<file path="src/rtl/fetch_unit.sv">
// Instruction fetch unit: PC register, next-PC selection (jump / taken branch / increment)
// and an IDLE/STEP/RUN/HALT sequencer with a synchronized single-step input.
module fetch_unit #(
  parameter int              N        = 8,
  parameter logic [N-1:0]    RESET_PC = '0,
  parameter int              RUN_DIV  = 4
) (
  input  logic         clk,
  input  logic         rst,
  input  logic         step,
  input  logic         run,
  input  logic [31:0]  instr,
  input  logic         branch,
  input  logic         zero,
  input  logic         jump,
  output logic [N-1:0] pc,
  output logic [N-1:0] pc_plus1,
  output logic         advance,
  output logic         halted,
  output logic [1:0]   state
);

  typedef enum logic [1:0] {
    S_IDLE = 2'b00,
    S_STEP = 2'b01,
    S_RUN  = 2'b10,
    S_HALT = 2'b11
  } state_e;

  localparam logic [31:0] HALT_WORD = 32'hFFFF_FFFF;
  localparam logic [7:0]  CNT_TERM  = 8'(RUN_DIV - 1);

  state_e       state_q, state_d;
  logic [N-1:0] pc_q, pc_d;
  logic [7:0]   cnt_q, cnt_d;
  logic         s1_q, s2_q, s3_q;
  logic         step_edge;
  logic         halt_word;
  logic         cnt_term;
  logic [N-1:0] next_pc;

  assign step_edge = s2_q & ~s3_q;
  assign halt_word = (instr == HALT_WORD);
  assign cnt_term  = (cnt_q == CNT_TERM);

  assign pc_plus1 = pc_q + N'(1);
  assign next_pc  = jump            ? instr[N-1:0] :
                    (branch & zero) ? pc_plus1 + instr[N-1:0] :
                                      pc_plus1;
  assign pc_d     = advance ? next_pc : pc_q;

  // NOTE: state registers use non-blocking assignments so every flop samples
  // pre-edge values; the async reset forces the whole sequencer to a known state.
  always_ff @(posedge clk or negedge rst) begin
    if (!rst) begin
      state_q <= S_IDLE;
      pc_q    <= RESET_PC;
      cnt_q   <= '0;
      s1_q    <= 1'b0;
      s2_q    <= 1'b0;
      s3_q    <= 1'b0;
    end else begin
      state_q <= state_d;
      pc_q    <= pc_d;
      cnt_q   <= cnt_d;
      s1_q    <= step;
      s2_q    <= s1_q;
      s3_q    <= s2_q;
    end
  end

  // NOTE: every combinational output gets a default first so no path infers a latch.
  always_comb begin
    state_d = state_q;
    unique case (state_q)
      S_IDLE: begin
        if (run)            state_d = S_RUN;
        else if (step_edge) state_d = S_STEP;
      end
      S_STEP: state_d = halt_word ? S_HALT : S_IDLE;
      S_RUN: begin
        if (!run)                       state_d = S_IDLE;
        else if (cnt_term && halt_word) state_d = S_HALT;
      end
      S_HALT: state_d = S_HALT;
      default: state_d = S_IDLE;
    endcase
  end

  // Divider count is held at zero outside RUN, so entering RUN starts from zero.
  always_comb begin
    advance = 1'b0;
    cnt_d   = '0;
    unique case (state_q)
      S_STEP: advance = ~halt_word;
      S_RUN: begin
        if (run) begin
          if (cnt_term) advance = ~halt_word;
          else          cnt_d   = cnt_q + 8'd1;
        end
      end
      default: ;
    endcase
  end

  assign halted = (state_q == S_HALT);
  assign state  = state_q;
  assign pc     = pc_q;

endmodule

</file>
<file path="config.mk">
export PLATFORM = sky130hd
export DESIGN_NAME = fetch_unit
export DESIGN_NICKNAME = d
export VERILOG_FILES = /design/src/rtl/fetch_unit.sv
export SDC_FILE = /design/constraint.sdc
export NUM_CORES = 1
export LEC_CHECK = 0
export ABC_AREA = 0
export CAP_MARGIN = 20
export CORE_MARGIN = 4
export CORE_UTILIZATION = 42
export CTS_BUF_LIST = sky130_fd_sc_hd__clkbuf_4 sky130_fd_sc_hd__clkbuf_8
export DETAILED_ROUTE_END_ITERATION = 7
export GPL_TIMING_DRIVEN = 1
export PLACE_DENSITY = 0.78
export SYNTH_ARGS = -nofsm -noshare
export SYNTH_HDL_FRONTEND = slang
export SYNTH_SLANG_ARGS = --single-unit
</file>
<file path="constraint.sdc">
create_clock -name clk -period 2.25 [get_ports clk]
set_input_delay 0.45 -clock clk [delete_from_list [all_inputs] [get_ports clk]]
set_output_delay 0.45 -clock clk [all_outputs]
set_load 0.05 [all_outputs]
</file>
* After elaboration in Yosys (flattened, before gate mapping) *
Cells that the tools add are included.

operators by class
  $add $sub $neg = 3
  equality and inequality tests = 7
  multiplexer cells = 14
  bitwise logic cells = 4
  reduce and logical (&&, ||, !) cells = 3

operators by type and width
  operator              number
  $mux 8                5
  $eq 32x32->1 const B  1
  $add 8x1->8 const B   2
  $mux 2                5
  $add 8x8->8           1
  $eq 8x2->1 const B    1
  $pmux 2 s4            1
  $ne 3x3->1 const B    2
  $eq 2x2->1 const B    2
  $and 1x1->1           2
  $eq 2x1->1 const B    1
  $logic_not 2->1       1
  $mux 1                2
  $not 1->1             2
  $pmux 1 s2            1
  $reduce_and 2->1      1
  $logic_and 1x1->1     1

word-level totals
  bits in registers = 21
  input bits = 39
  output and inout port bits = 20
  logic and storage cells = 37

* Depth between registers and ports, before layout *
Gate-level depths: netlist (run 1).

  depth after elaboration = 5
  mapped depth = 10
  gate-level depth less buffers = 10

* Least setup slack after synthesis (run 1) *
No wires, ideal clock.

  path type = register to register
  start = register pc_q[0] (netlist: pc[0])
  end = register pc_q[7] (netlist: pc[7])
  setup time = 131 ps
  data arrival time = 3,455 ps
  data required time = 2,119 ps
  setup slack = -1,336 ps
  cell stages (with the launch flop) = 10
  buffers on the path = 0
  period minus slack after synthesis = 3,586 ps
  cell sequence = dfrtp_1 > ha_1 > nand3_1 > xnor2_1 > ha_1 > a211o_1 > o22ai_1 > xnor2_1 > a311oi_1 > or3_1

between the ends
  cells in the longest elaborated chain, start to end = 4

ends and longest elaborated chain
  item                      RTL line  source
  start: declaration        34        logic [N-1:0] pc_q, pc_d;
  start signal: assignment  64        pc_q <= pc_d;
  $add 8x1->8               46        assign pc_plus1 = pc_q + N'(1);
  via pc_plus1[6]           17        output logic [N-1:0] pc_plus1,
  $add 8x8->8               48        (branch & zero) ? pc_plus1 + instr[N-1:0] :
  $mux 8                    48
  $mux 8                    47        assign next_pc = jump ? instr[N-1:0] :

The timed path passes the listed nets, and every way through them passes these cells.
A chain may end at the register's enable or synchronous reset.

* Worst setup path in the final report (run 1) *
  start = register cnt_q[0]
  end = output advance

between the ends
  cells in the longest elaborated chain, start to end = 4

ends and longest elaborated chain
  item                      RTL line  source
  start: declaration        35        logic [7:0] cnt_q, cnt_d;
  start signal: assignment  65        cnt_q <= cnt_d;
  $eq 8x2->1                44        assign cnt_term = (cnt_q == CNT_TERM);
  $mux 1                    98        if (cnt_term) advance = ~halt_word;
  $mux 1                    97        if (run) begin
  $pmux 1 s2                94        unique case (state_q)
  end: declaration          18        output logic advance,

Every way passes these cells.

==> results.sh, run 1 <==
export IMPL_status="complete, but fails checks"
export IMPL_violated_checks="setup timing"
export IMPL_slew_headroom_pct=66.29
export IMPL_route_antenna_remaining_nets=0
export IMPL_hold_path_class="reg -> reg"
export IMPL_cts_root_buf="sky130_fd_sc_hd__clkbuf_8"
export IMPL_crit_path_end="advance"
export IMPL_first_global_vias=1863
export IMPL_worst_reg2reg_path_depth=9
export IMPL_detailedPlace_worstSlack_ns=-0.3498
export IMPL_gr_total_overflow=0
export IMPL_tritoncts_clock_tree="built"
export IMPL_globalplace_congestion=0.9041
export IMPL_dominantRegCellSynth="sky130_fd_sc_hd__dfrtp_1"
export IMPL_area_growth_pct=91.02
export IMPL_synth_ff_latch_count=21
export IMPL_critical_path_startpoint="cnt_q[0]$_DFF_PN0_"
export IMPL_count_of_boundary_i_o_pins=59
export IMPL_worst_skew_pair_later_pin_latency_ns=0.26
export IMPL_design_core_area_um2=3661
export IMPL_syn_inst=181
export IMPL_sequential_to_total_area_share_from_yosys_stat_pct=32.79
export IMPL_reg2reg_from="pc[0]$_DFFE_PN0P_"
export IMPL_syn_area_per_cell_um2=8.855
export IMPL_power_density_nw_per_um2=1301
export IMPL_critical_path_required_ns=1.80
export IMPL_numClockSinks=21
export IMPL_achievable_frequency_mhz=412.7
export IMPL_route_detailed_drc=0
export IMPL_htreeDepth=1
export IMPL_post_drt_via_cell_ratio=5.401
export IMPL_cts_reportedPaths_clkPinSlew_ns=0.08
export IMPL_area_of_the_die_um2=4869
export IMPL_regToRegEndpoint="pc[7]$_DFFE_PN0P_"
export IMPL_number_of_antenna_violations_at_the_first_check_in_global_routing=0
export IMPL_critical_setup_path_class="reg -> out"
export IMPL_finalMaxSlewViolations=0
export IMPL_p_leak_uw=0.001308
export IMPL_port_buffers=58
export IMPL_vdd_ir_drop_worst_uv=1151
export IMPL_groute_usage_overall_pct=21.75
export IMPL_number_of_nets_in_the_layout=350
export IMPL_cts_inserted_buffers=3
export IMPL_number_of_hold_violations_in_the_final_report=0
export IMPL_cp_data_arrival_time_ns=1.97
export IMPL_finalPower_uw=3985
export IMPL_worst_pin_slew_ns=0.5040
export IMPL_rsz_0062_raised_after_global_routing="true"
export IMPL_num_vias=1847
export IMPL_layout_drive_gt1_share_pct=37.41
export IMPL_hpwlAfterDp_mm=4.060
export IMPL_drt_wirelength_per_cell_um=16.11
export IMPL_setup_slack_ns=-0.1730
export IMPL_drt_pass1_iterations=4
export IMPL_drv_max_cap_violation_count=0
export IMPL_dp_cells=325
export IMPL_final_cells=342
export IMPL_die_width_um=69.78
export IMPL_floorplan_initialDensity_pct=43.78
export IMPL_largest_net_degree_at_the_start_of_global_routing=22
export IMPL_async_flop_share_pct=100.0
export IMPL_worst_r2r_setup_slack_ns=-0.12
export IMPL_clock_tree_buffer_depth=2
export IMPL_first_iter_violations=112
export IMPL_synth_edf_count=0
export IMPL_synthDistinctLibCells=38
export IMPL_timing_critical_path_fanout_max=2
export IMPL_ys_warn_count=0
export IMPL_worst_clock_skew_ns=0.002798
export IMPL_grt_pass1_wl_mm=8.721
export IMPL_insertedDiodeCount=0
export IMPL_std_cell_rows=22
export IMPL_postRouteWirelength_mm=5.510
export IMPL_setup_worst_path_end_class="primary output"
export IMPL_die_h_um=69.78
export IMPL_synthesis_nets=236
export IMPL_cp_start_kind="flop"
export IMPL_synth_area_um2=1603
export IMPL_report_final_setup_viol=2
export IMPL_post_cts_hold_buffer_count=0
export IMPL_min_period_over_period_pct=107.7
export IMPL_post_route_min_period_ns=2.423
## state kept, by name, summed over array words and instances, names as in the netlist
signal,flops
pc,8
cnt_q,8
s1_q,1
s2_q,1
state,2
s3_q,1
## layout by cell type (no fill, tap or decap), types with 5 or more instances in the layout
| cell type | instances |
|---|---|
| sky130_fd_sc_hd__a21oi_1 | 8 |
| sky130_fd_sc_hd__buf_12 | 6 |
| sky130_fd_sc_hd__buf_4 | 53 |
| sky130_fd_sc_hd__clkdlybuf4s50_1 | 49 |
| sky130_fd_sc_hd__dfrtp_1 | 15 |
| sky130_fd_sc_hd__ha_1 | 7 |
| sky130_fd_sc_hd__ha_4 | 5 |
| sky130_fd_sc_hd__inv_1 | 6 |
| sky130_fd_sc_hd__nand2_1 | 14 |
| sky130_fd_sc_hd__nand3_1 | 7 |
| sky130_fd_sc_hd__nand4_1 | 9 |
| sky130_fd_sc_hd__nor2_1 | 13 |
| sky130_fd_sc_hd__o21ai_0 | 6 |
| sky130_fd_sc_hd__o21ai_1 | 7 |
| sky130_fd_sc_hd__xnor2_1 | 5 |
| sky130_fd_sc_hd__xor2_1 | 7 |
## Yosys cell counts, types with 3 or more instances
cell                       instances  area, um^2
sky130_fd_sc_hd__a21oi_1          12       60.06
sky130_fd_sc_hd__and3_1            3       18.77
sky130_fd_sc_hd__dfrtp_1          21       525.5
sky130_fd_sc_hd__ha_1             15       187.7
sky130_fd_sc_hd__inv_1             7       26.28
sky130_fd_sc_hd__mux2i_1           3       30.03
sky130_fd_sc_hd__nand2_1          15       56.30
sky130_fd_sc_hd__nand2b_1          4       25.02
sky130_fd_sc_hd__nand3_1          11       55.05
sky130_fd_sc_hd__nand4_1           9       56.30
sky130_fd_sc_hd__nor2_1           14       52.55
sky130_fd_sc_hd__nor3_1            3       15.01
sky130_fd_sc_hd__o21ai_0          13       65.06
sky130_fd_sc_hd__xnor2_1           9       78.83
sky130_fd_sc_hd__xor2_1            8       70.07
## area by class of cell
type                            instances  area, um^2
Timing Repair Buffer                  113        1072
Sequential cell                        21       540.5
Fill cell                             212       599.3
Tap cell                               48       60.06
Clock buffer                            3       41.29
Inverter                                7       28.78
Multi-Input combinational cell        149        1314
Clock inverter                          1       5.005
## report_power, final
group	switching, uW	internal (uW)
Clock	128	123
Combinational	1640	1470
Sequential	132	491
## worst max-delay path, cell delays in order, from the launching register on
cell and delay, ns:
sky130_fd_sc_hd__dfrtp_1 0.37, sky130_fd_sc_hd__ha_2 0.19, sky130_fd_sc_hd__or4b_4 0.47, sky130_fd_sc_hd__nor4_4 0.16
sky130_fd_sc_hd__a31oi_1 0.13, sky130_fd_sc_hd__nand3b_4 0.19, sky130_fd_sc_hd__inv_4 0.07, sky130_fd_sc_hd__buf_8 0.14
## metal layers
metal  vias to the layer above  share of wire (%)  global-route usage (%)
met5                         -                  0                       0
met4                         0               0.98                   4.894
met3                         6                5.3                   4.493
met2                        64                 51                   38.93
met1                       892                 42                   26.62
li1                        885                  -                       -
## repair_timing
item / in CTS / in global routing
setup buffers: 8 / 8
gates resized for setup: 10 / 26
setup endpoints to repair: 4 / 19
cloned: 0 / 0
pin swaps: 2 / 23
## through the flow
stage	instance area [um^2]	hold WS, ns	TNS (ns)	util, %
global route	3062	0.3739	-0.6699	83.63
floorplan	1804	0.1544	-1.076	-
finish	3062	0.3592	-0.2958	83.63
global placement	2795	0.3314	-1.389	76.35
CTS	2935	0.3607	-1.339	80.18
detailed placement	2795	0.3427	-1.829	76.35
## kinds of logic (layout without fill, tap and decap cells)
| family | count (synthesis) | after routing | synth area share (%) |
|---|---|---|---|
| AO/OA/AOI/OAI | 43 | 43 | 16.47 |
| XOR/XNOR | 17 | 17 | 9.290 |
| adder cells (fa/ha/maj) | 16 | 16 | 12.96 |
| buffers and inverters | 11 | 124 | 2.733 |
| flip-flops | 21 | 21 | 32.79 |
| multiplexers | 3 | 3 | 1.874 |
| AND/OR/NAND/NOR | 70 | 70 | 23.89 |
## how the worst min path moves through the flow
stage | from | end | slack (ns) | depth (start not counted)
floorplan | rst | cnt_q[0]$_DFF_PN0_ | 0.15 | 0
global placement | s1_q$_DFF_PN0_ | s2_q$_DFF_PN0_ | 0.33 | 0
detailed placement | s1_q$_DFF_PN0_ | s2_q$_DFF_PN0_ | 0.34 | 0
CTS | s1_q$_DFF_PN0_ | s2_q$_DFF_PN0_ | 0.36 | 0
global route | s1_q$_DFF_PN0_ | s2_q$_DFF_PN0_ | 0.37 | 0
finish | s1_q$_DFF_PN0_ | s2_q$_DFF_PN0_ | 0.36 | 0
No activity file was read; power rests on OpenSTA's default activity.
==> run 2, diff against run 1 <==
Settings changed: ABC_AREA 0 to not set.
==> results of run 2 <==
Final layout, timing and power as in run 1 (identical DEF).
